<file path="src/rtl/mem_port_arbiter_pkg.sv">
// Shared definitions for the RAM-port arbiter: lock-state encoding, requester indices, stats width.
// The stats counters are only present when ARB_STATS_EN is defined.
package mem_port_arbiter_pkg;

    localparam int unsigned REQ_A  = 0;
    localparam int unsigned REQ_B  = 1;
    localparam int unsigned STAT_W = 16;

    typedef enum logic [1:0] {
        LK_NONE = 2'd0,
        LK_A    = 2'd1,
        LK_B    = 2'd2
    } lock_e;

    // prio is 0 for A and 1 for B, so it maps straight onto a one-hot grant.
    function automatic logic [1:0] onehot_of(input logic idx);
        return idx ? 2'b10 : 2'b01;
    endfunction

    function automatic logic [STAT_W-1:0] sat_inc(input logic [STAT_W-1:0] val, input logic en);
        if (en && (val != {STAT_W{1'b1}})) begin
            return val + 1'b1;
        end
        return val;
    endfunction

endpackage

</file>
<file path="src/rtl/mem_port_arbiter_arb_rr2.sv">
// Two-way round-robin grant with lock masking; purely combinational.
// A held lock admits only its owner, even when the owner is idle.
module arb_rr2
    import mem_port_arbiter_pkg::*;
(
    input  logic [1:0] req,
    input  logic       prio,
    input  lock_e      lock_state,
    output logic [1:0] gnt
);

    always_comb begin
        gnt = 2'b00;
        case (lock_state)
            LK_A: gnt[REQ_A] = req[REQ_A];
            LK_B: gnt[REQ_B] = req[REQ_B];
            default: begin
                if (&req) begin
                    gnt = onehot_of(prio);
                end else begin
                    gnt = req;
                end
            end
        endcase
    end

endmodule

</file>
<file path="src/rtl/mem_port_arbiter.sv">
// Shares one synchronous RAM port between requester A (core) and B (debug loader).
// Optional per-requester grant and stall counters are built in when ARB_STATS_EN is defined.
//
// lock state | meaning
// LK_NONE    | round-robin between A and B
// LK_A       | only A may be granted
// LK_B       | only B may be granted
module mem_port_arbiter
    import mem_port_arbiter_pkg::*;
#(
    parameter int ADDR_W = 14,
    parameter int DATA_W = 8
) (
    input  logic              clk,
    input  logic              rst,
    input  logic              a_req,
    input  logic              a_we,
    input  logic              a_lock,
    input  logic [ADDR_W-1:0] a_addr,
    input  logic [DATA_W-1:0] a_wdata,
    output logic              a_gnt,
    output logic              a_rvalid,
    output logic [DATA_W-1:0] a_rdata,
    input  logic              b_req,
    input  logic              b_we,
    input  logic              b_lock,
    input  logic [ADDR_W-1:0] b_addr,
    input  logic [DATA_W-1:0] b_wdata,
    output logic              b_gnt,
    output logic              b_rvalid,
    output logic [DATA_W-1:0] b_rdata,
    output logic              mem_we,
    output logic [ADDR_W-1:0] mem_addr,
    output logic [DATA_W-1:0] mem_wdata,
    input  logic [DATA_W-1:0] mem_rdata
`ifdef ARB_STATS_EN
    ,
    output logic [STAT_W-1:0] stat_gnt_a,
    output logic [STAT_W-1:0] stat_gnt_b,
    output logic [STAT_W-1:0] stat_stall
`endif
);

    logic       prio_q, prio_d;
    lock_e      lock_q, lock_d;
    logic [1:0] rtag_q, rtag_d;
    logic [1:0] req;
    logic [1:0] gnt;

    assign req = {b_req, a_req};

    arb_rr2 u_arb (
        .req        (req),
        .prio       (prio_q),
        .lock_state (lock_q),
        .gnt        (gnt)
    );

    assign a_gnt = gnt[REQ_A];
    assign b_gnt = gnt[REQ_B];

    always_comb begin
        mem_we    = 1'b0;
        mem_addr  = '0;
        mem_wdata = '0;
        if (gnt[REQ_A]) begin
            mem_we    = a_we;
            mem_addr  = a_addr;
            mem_wdata = a_wdata;
        end else if (gnt[REQ_B]) begin
            mem_we    = b_we;
            mem_addr  = b_addr;
            mem_wdata = b_wdata;
        end
    end

    // Only a granted access moves prio or the lock; an ungranted cycle holds both.
    always_comb begin
        prio_d = prio_q;
        lock_d = lock_q;
        if (gnt[REQ_A]) begin
            prio_d = 1'b1;
            lock_d = a_lock ? LK_A : LK_NONE;
        end else if (gnt[REQ_B]) begin
            prio_d = 1'b0;
            lock_d = b_lock ? LK_B : LK_NONE;
        end
        rtag_d = {gnt[REQ_B] & ~b_we, gnt[REQ_A] & ~a_we};
    end

    always_ff @(posedge clk) begin
        if (rst) begin
            prio_q <= 1'b0;
            lock_q <= LK_NONE;
            rtag_q <= 2'b00;
        end else begin
            prio_q <= prio_d;
            lock_q <= lock_d;
            rtag_q <= rtag_d;
        end
    end

    // RAM data arrives one cycle after the address, which is exactly when rtag is set.
    assign a_rvalid = rtag_q[REQ_A];
    assign b_rvalid = rtag_q[REQ_B];
    assign a_rdata  = rtag_q[REQ_A] ? mem_rdata : '0;
    assign b_rdata  = rtag_q[REQ_B] ? mem_rdata : '0;

`ifdef ARB_STATS_EN
    logic [STAT_W-1:0] stat_gnt_a_q, stat_gnt_a_d;
    logic [STAT_W-1:0] stat_gnt_b_q, stat_gnt_b_d;
    logic [STAT_W-1:0] stat_stall_q, stat_stall_d;
    logic              stall;

    always_comb begin
        stall        = (a_req & ~gnt[REQ_A]) | (b_req & ~gnt[REQ_B]);
        stat_gnt_a_d = sat_inc(stat_gnt_a_q, gnt[REQ_A]);
        stat_gnt_b_d = sat_inc(stat_gnt_b_q, gnt[REQ_B]);
        stat_stall_d = sat_inc(stat_stall_q, stall);
    end

    always_ff @(posedge clk) begin
        if (rst) begin
            stat_gnt_a_q <= '0;
            stat_gnt_b_q <= '0;
            stat_stall_q <= '0;
        end else begin
            stat_gnt_a_q <= stat_gnt_a_d;
            stat_gnt_b_q <= stat_gnt_b_d;
            stat_stall_q <= stat_stall_d;
        end
    end

    assign stat_gnt_a = stat_gnt_a_q;
    assign stat_gnt_b = stat_gnt_b_q;
    assign stat_stall = stat_stall_q;
`endif

endmodule

</file>
<file path="config.mk">
export PLATFORM = sky130hd
export DESIGN_NAME = mem_port_arbiter
export DESIGN_NICKNAME = d
export VERILOG_FILES = /design/src/rtl/mem_port_arbiter_pkg.sv /design/src/rtl/mem_port_arbiter_arb_rr2.sv /design/src/rtl/mem_port_arbiter.sv
export SDC_FILE = /design/constraint.sdc
export NUM_CORES = 1
export LEC_CHECK = 0
export ABC_AREA = 1
export BUFFER_PORTS_ARGS = -buffer_cell sky130_fd_sc_hd__buf_2
export CORE_MARGIN = 1.5
export CORE_UTILIZATION = 29
export CTS_CLUSTER_SIZE = 10
export DETAILED_ROUTE_END_ITERATION = 16
export GPL_ROUTABILITY_DRIVEN = 1
export PLACE_DENSITY_LB_ADDON = 0.25
export SLEW_MARGIN = 20
export SYNTH_ARGS = -nofsm -noshare
export SYNTH_HDL_FRONTEND = slang
export SYNTH_SLANG_ARGS = --single-unit
</file>
<file path="constraint.sdc">
create_clock -name clk -period 1.5 [get_ports clk]
set_input_delay 0.15 -clock clk [delete_from_list [all_inputs] [get_ports clk]]
set_output_delay 0.15 -clock clk [all_outputs]
set_load 0.02 [all_outputs]
</file>
* Word-level counts from Yosys, hierarchy flattened *
Cells that the tools add are included.

word-level totals
  bits in writable memories = 0
  ROM bits = 0
  output and inout port bits = 43
  word-level logic and storage cells = 29
  bits in latches = 0
  memories kept = 0
  register bits = 5

operators by class
  equality and inequality tests = 2
  shifts and indexed selects = 0
  multiplexer cells = 18
  reductions and logical operators = 2
  div/mod/pow operators = 0
  multiply operators = 0
  bitwise logic cells = 4
  order comparisons = 0
  $add $sub $neg = 0

operator list
  operator                                                                count
  8-bit two-way mux                                                       4
  14-bit two-way mux                                                      2
  2-bit two-way mux                                                       5
  1-bit two-way mux                                                       5
  1-bit case mux with 2 select lines                                      2
  1-bit AND                                                               2
  2-bit by 1-bit equality test with 1-bit output (second input constant)  1
  2-bit equality test (second input constant)                             1
  1-bit NOT                                                               2
  2-bit AND reduction                                                     1
  2-bit nonzero test                                                      1

* Longest topological paths before layout *
  word-level depth = 5
  gate-level depth with buffers = 9
  mapped depth without buffers = 8

* Cells and area by module *
From an unflattened synthesis, not the netlist that was laid out.

unflattened totals
  cells, all modules = 141
  area total of the unflattened synthesis = 716.9 µm²

modules (own cells, without submodules)
  module            sequential area each (µm²)  cells each  instances  area each (µm²)
  mem_port_arbiter  100.1                       127         1          644.4
  arb_rr2           0.0                         14          1          72.6

* Worst setup path before layout *
Ideal clock, no wire load.

  path kind = flip-flop to output port
  from = reg lock_q[0]
  to = out mem_addr[10]
  cell stages (with the launch flop) = 9
  arrival = 1480 ps
  data required time = 1350 ps
  buffers on the path = 1
  setup slack = -130 ps
  cell sequence = dfxtp_1 -> inv_1 -> ha_1 -> nand3_1 -> inv_1 -> nor2_4 -> buf_4 -> nand3_1 -> nand2_1

between the ends
  longest elaborated chain between the ends = 4
  elaborated cells on any way between the ends = 6

RTL lines
  element                                                                                       line                            RTL
  start, declared                                                                               mem_port_arbiter.sv:45          lock_e lock_q, lock_d;
  start signal, assigned                                                                        mem_port_arbiter.sv:98          lock_q <= lock_d;
  2-bit equality test / 2-bit by 1-bit equality test with 1-bit output (equally long branches)  mem_port_arbiter_arb_rr2.sv:14  case (lock_state)
  1-bit case mux with 2 select lines *                                                          mem_port_arbiter_arb_rr2.sv:14
  via b_gnt                                                                                     mem_port_arbiter.sv:29          output logic b_gnt,
  14-bit two-way mux *                                                                          mem_port_arbiter.sv:70          end else if (gnt[REQ_B]) begin
  14-bit two-way mux *                                                                          mem_port_arbiter.sv:66          if (gnt[REQ_A]) begin
  end, declared                                                                                 mem_port_arbiter.sv:33          output logic [ADDR_W-1:0] mem_addr,

The timed path passes the listed nets; every way through them passes the cells marked *.

* Worst setup path in the final report *
  from = reg lock_q[0]
  to = out mem_addr[0]

between the ends
  longest elaborated chain between the ends = 4
  elaborated cells on any way between the ends = 6

RTL lines
  element                                                                                       line
  2-bit equality test / 2-bit by 1-bit equality test with 1-bit output (equally long branches)  mem_port_arbiter_arb_rr2.sv:14
  1-bit case mux with 2 select lines                                                            mem_port_arbiter_arb_rr2.sv:14
  14-bit two-way mux                                                                            mem_port_arbiter.sv:70
  14-bit two-way mux *                                                                          mem_port_arbiter.sv:66

Every way passes the cells marked *; elsewhere a longest branch is shown, timed or not.

==> metrics.csv <==
metric;value;unit
start_kind;flop;
holdPathStages;2;
slowest_stage;dfxtp_2;
min_period;1.87;ns
end_kind;output pin;
min-delay-start;b_we;
ys_ff_latch;5;
clkSinkCount;5;
netlist_instances;144;
grt_pass1_vias;1236;
grt_pass1_wl;5180;um
synth_xor_area_frac;0;
synth_fa_ha_area_frac;0.0308;
port_buffers;102;
drv_cap;0;
fin_setup_tns;-8.61;ns
dp_cells;280;
reg2reg_from;lock_q[0];
fin_crit_sh;1.25;
cts_buffers;3;
worst_clock_skew;0.00156;ns
htree_levels;1;
cp.arrival;1.72;ns
synth_compound_area_frac;0.0339;
synth_top_area_frac;0.305;
num-nets-final;328;
routed_wl;3290;um
drc_errors;0;
rows;19;
drive_above_1_share;0.747;
wl_met3;313;um
clock_latency;0.25;ns
wl_met1;1180;um
leakage;1.14;nW
r2r_end;lock_q[1];
overflow;0;
syn_area;812;um2
dieWidth;55.9;um
final_common_cell;buf_2;
via_per_inst;4.48;
synth_top_family_by_area;simple AND/OR/NAND/NOR gates;
finalNonFillerCells;296;
synth-seq-area-share;0.123;
met2_length;1740;um
drtIter0Drc;37;
layout_setup_ws;-0.369;ns
antenna_found_initial;0;
syn_nets;206;
layout_common_cells;buf_2 (77), nand2_2 (42), buf_6 (31), nand2_1 (24), inv_1 (20);
synthMuxAreaShare;0;
yosys.area_share.simple;0.593;
place_area;1440;um2
core;2710;um2
track_usage;0.208;
worst-path-buf-inv;5;
r2r_cells;9;
ys_types;19;
timing.fmax;535;MHz
maxSlewHeadroom;0.818;
firstDrtPassIters;4;
place_congestion;0.719;
crit_family;buffers and inverters;
wl_per_cell;11.1;um
violations;setup timing;
clk_pin_slew;0.04;ns
hold_viol;0;
highest_layer;met4;
grt_max_degree;15;
fp.dieH;55.9;um
hold_path_class;primary input to flop;
whs_endpoint;rtag_q[1];
diodes;0;
setup_viol;27;
vias;1325;
antenna_left;0;
path_class;flop to output pin;
ios;103;
dp_hpwl;2100;um
path_cells;inv_2, ha_4, buf_4, nand3_2, inv_4, nor2_4, buf_4, nand3_2, nand2_2, buf_6;
vdd_ir_drop_max;451;uV
cp_data_required_time;1.35;ns
p_per_area;654;nW/um2
rsz0062_at_grt;yes;
ys_warn_count;0;
fin_area;1880;um2
tritoncts;done;
drv_slew;0;
cts_root_buf;clkbuf_4;
synth.area.top_cells;nand2_1 (31%), nand3_2 (14%), dfxtp_1 (12%);
die_area;3130;um2
worst_slew_pin_slew;0.272;ns
outcome;finished with violations;
critPathMaxStageDelay;0.32;ns
avgSynthCellArea;5.64;um2
start_util;0.300;
yosys.area.top_type;nand2_1;
reg2reg_slack;-0.06;ns
crit_fanout;3;
synthToLayoutAreaGrowth;132;%
cts_buffer_depth;2;
routing by layer:
metal / vias to the layer above / track usage
met5: - / 0
met4: 0 / 0.0510
met3: 6 / 0.0628
met2: 77 / 0.432
met1: 561 / 0.191
li1: 681 / -
flip-flops by register name (all words and copies together), names as in the netlist:
register	count
lock_q	2
prio_q	1
rtag_q	2
repair_timing:
item / CTS / global route
hold endpoints to repair: 0 / 0
resized for setup: 76 / 24
buffers inserted: 6 / 4
hold buffers: 0 / 0
pin swaps: 22 / 12
setup endpoints to repair: 26 / 27
cloned: 2 / 0
per-stage QoR:
step	hold slack, ns	worst slack [ns]	power (W)	utilization
after floorplan	0.212	0.00367	0.000564	-
after global placement	0.338	-0.404	0.000776	0.530
after detailed placement	0.339	-0.394	0.000778	0.530
after CTS	0.0767	-0.338	0.00117	0.656
after global routing	0.0757	-0.442	0.00131	0.695
final	0.0872	-0.369	0.00123	0.695
layout make-up:
class                           count  area (um2)
Inverter                           24        97.6
Tap cell                           31        38.8
Clock buffer                        4        26.3
Sequential cell                     5         103
Multi-Input combinational cell    107         708
Fill cell                         241         827
Timing Repair Buffer              125         910
how the worst max path moves through the flow:
stage,startpoint,end,slack (ns),cells after the start
2_1_floorplan,lock_q[0],mem_addr[10],0.004,8
3_3_place_gp,lock_q[0],mem_addr[12],-0.40,8
3_5_place_dp,lock_q[0],mem_addr[12],-0.39,8
4_1_cts,lock_q[0],mem_addr[2],-0.34,11
5_1_grt,lock_q[0],mem_addr[0],-0.44,11
6_report,lock_q[0],mem_addr[0],-0.37,10
worst reg2reg max path: cells and delay by family, from the launching register on:
kind                     cells  cell delay (ns)
AO/OA/AOI/OAI                2             0.27
buffers and inverters        4             0.46
adder cells (fa/ha/maj)      1             0.24
flip-flops                   1             0.32
AND/OR/NAND/NOR              2             0.15
power by group:
group | switching, W | total [W] | internal (W) | leakage [nW]
combinational | 0.000470 | 0.000920 | 0.000451 | 1.08
clock | 0.0000584 | 0.000159 | 0.000101 | 0.0150
sequential | 0.00000969 | 0.000153 | 0.000143 | 0.0419
total | 0.000538 | 0.00123 | 0.000694 | 1.14
cells in the mapped netlist:
library cell,number
buf_4,3
nor2_1,2
dfxtp_1,5
o21ai_2,1
nand3_2,11
clkbuf_1,2
nand3_1,18
nand2_1,66
buf_8,1
inv_2,2
ha_1,2
nor3_1,1
a21oi_2,1
buf_12,1
nor3_2,1
nor2_4,1
inv_1,22
buf_6,2
a21oi_1,2
cells by family (layout without fill, tap and decap cells):
kind of cell | after synthesis | in the layout
buf+inv | 33 | 153
simple gates | 100 | 101
fa+ha+maj | 2 | 2
compound gates | 4 | 4
flops | 5 | 5
(Power assumes the default switching activity.)
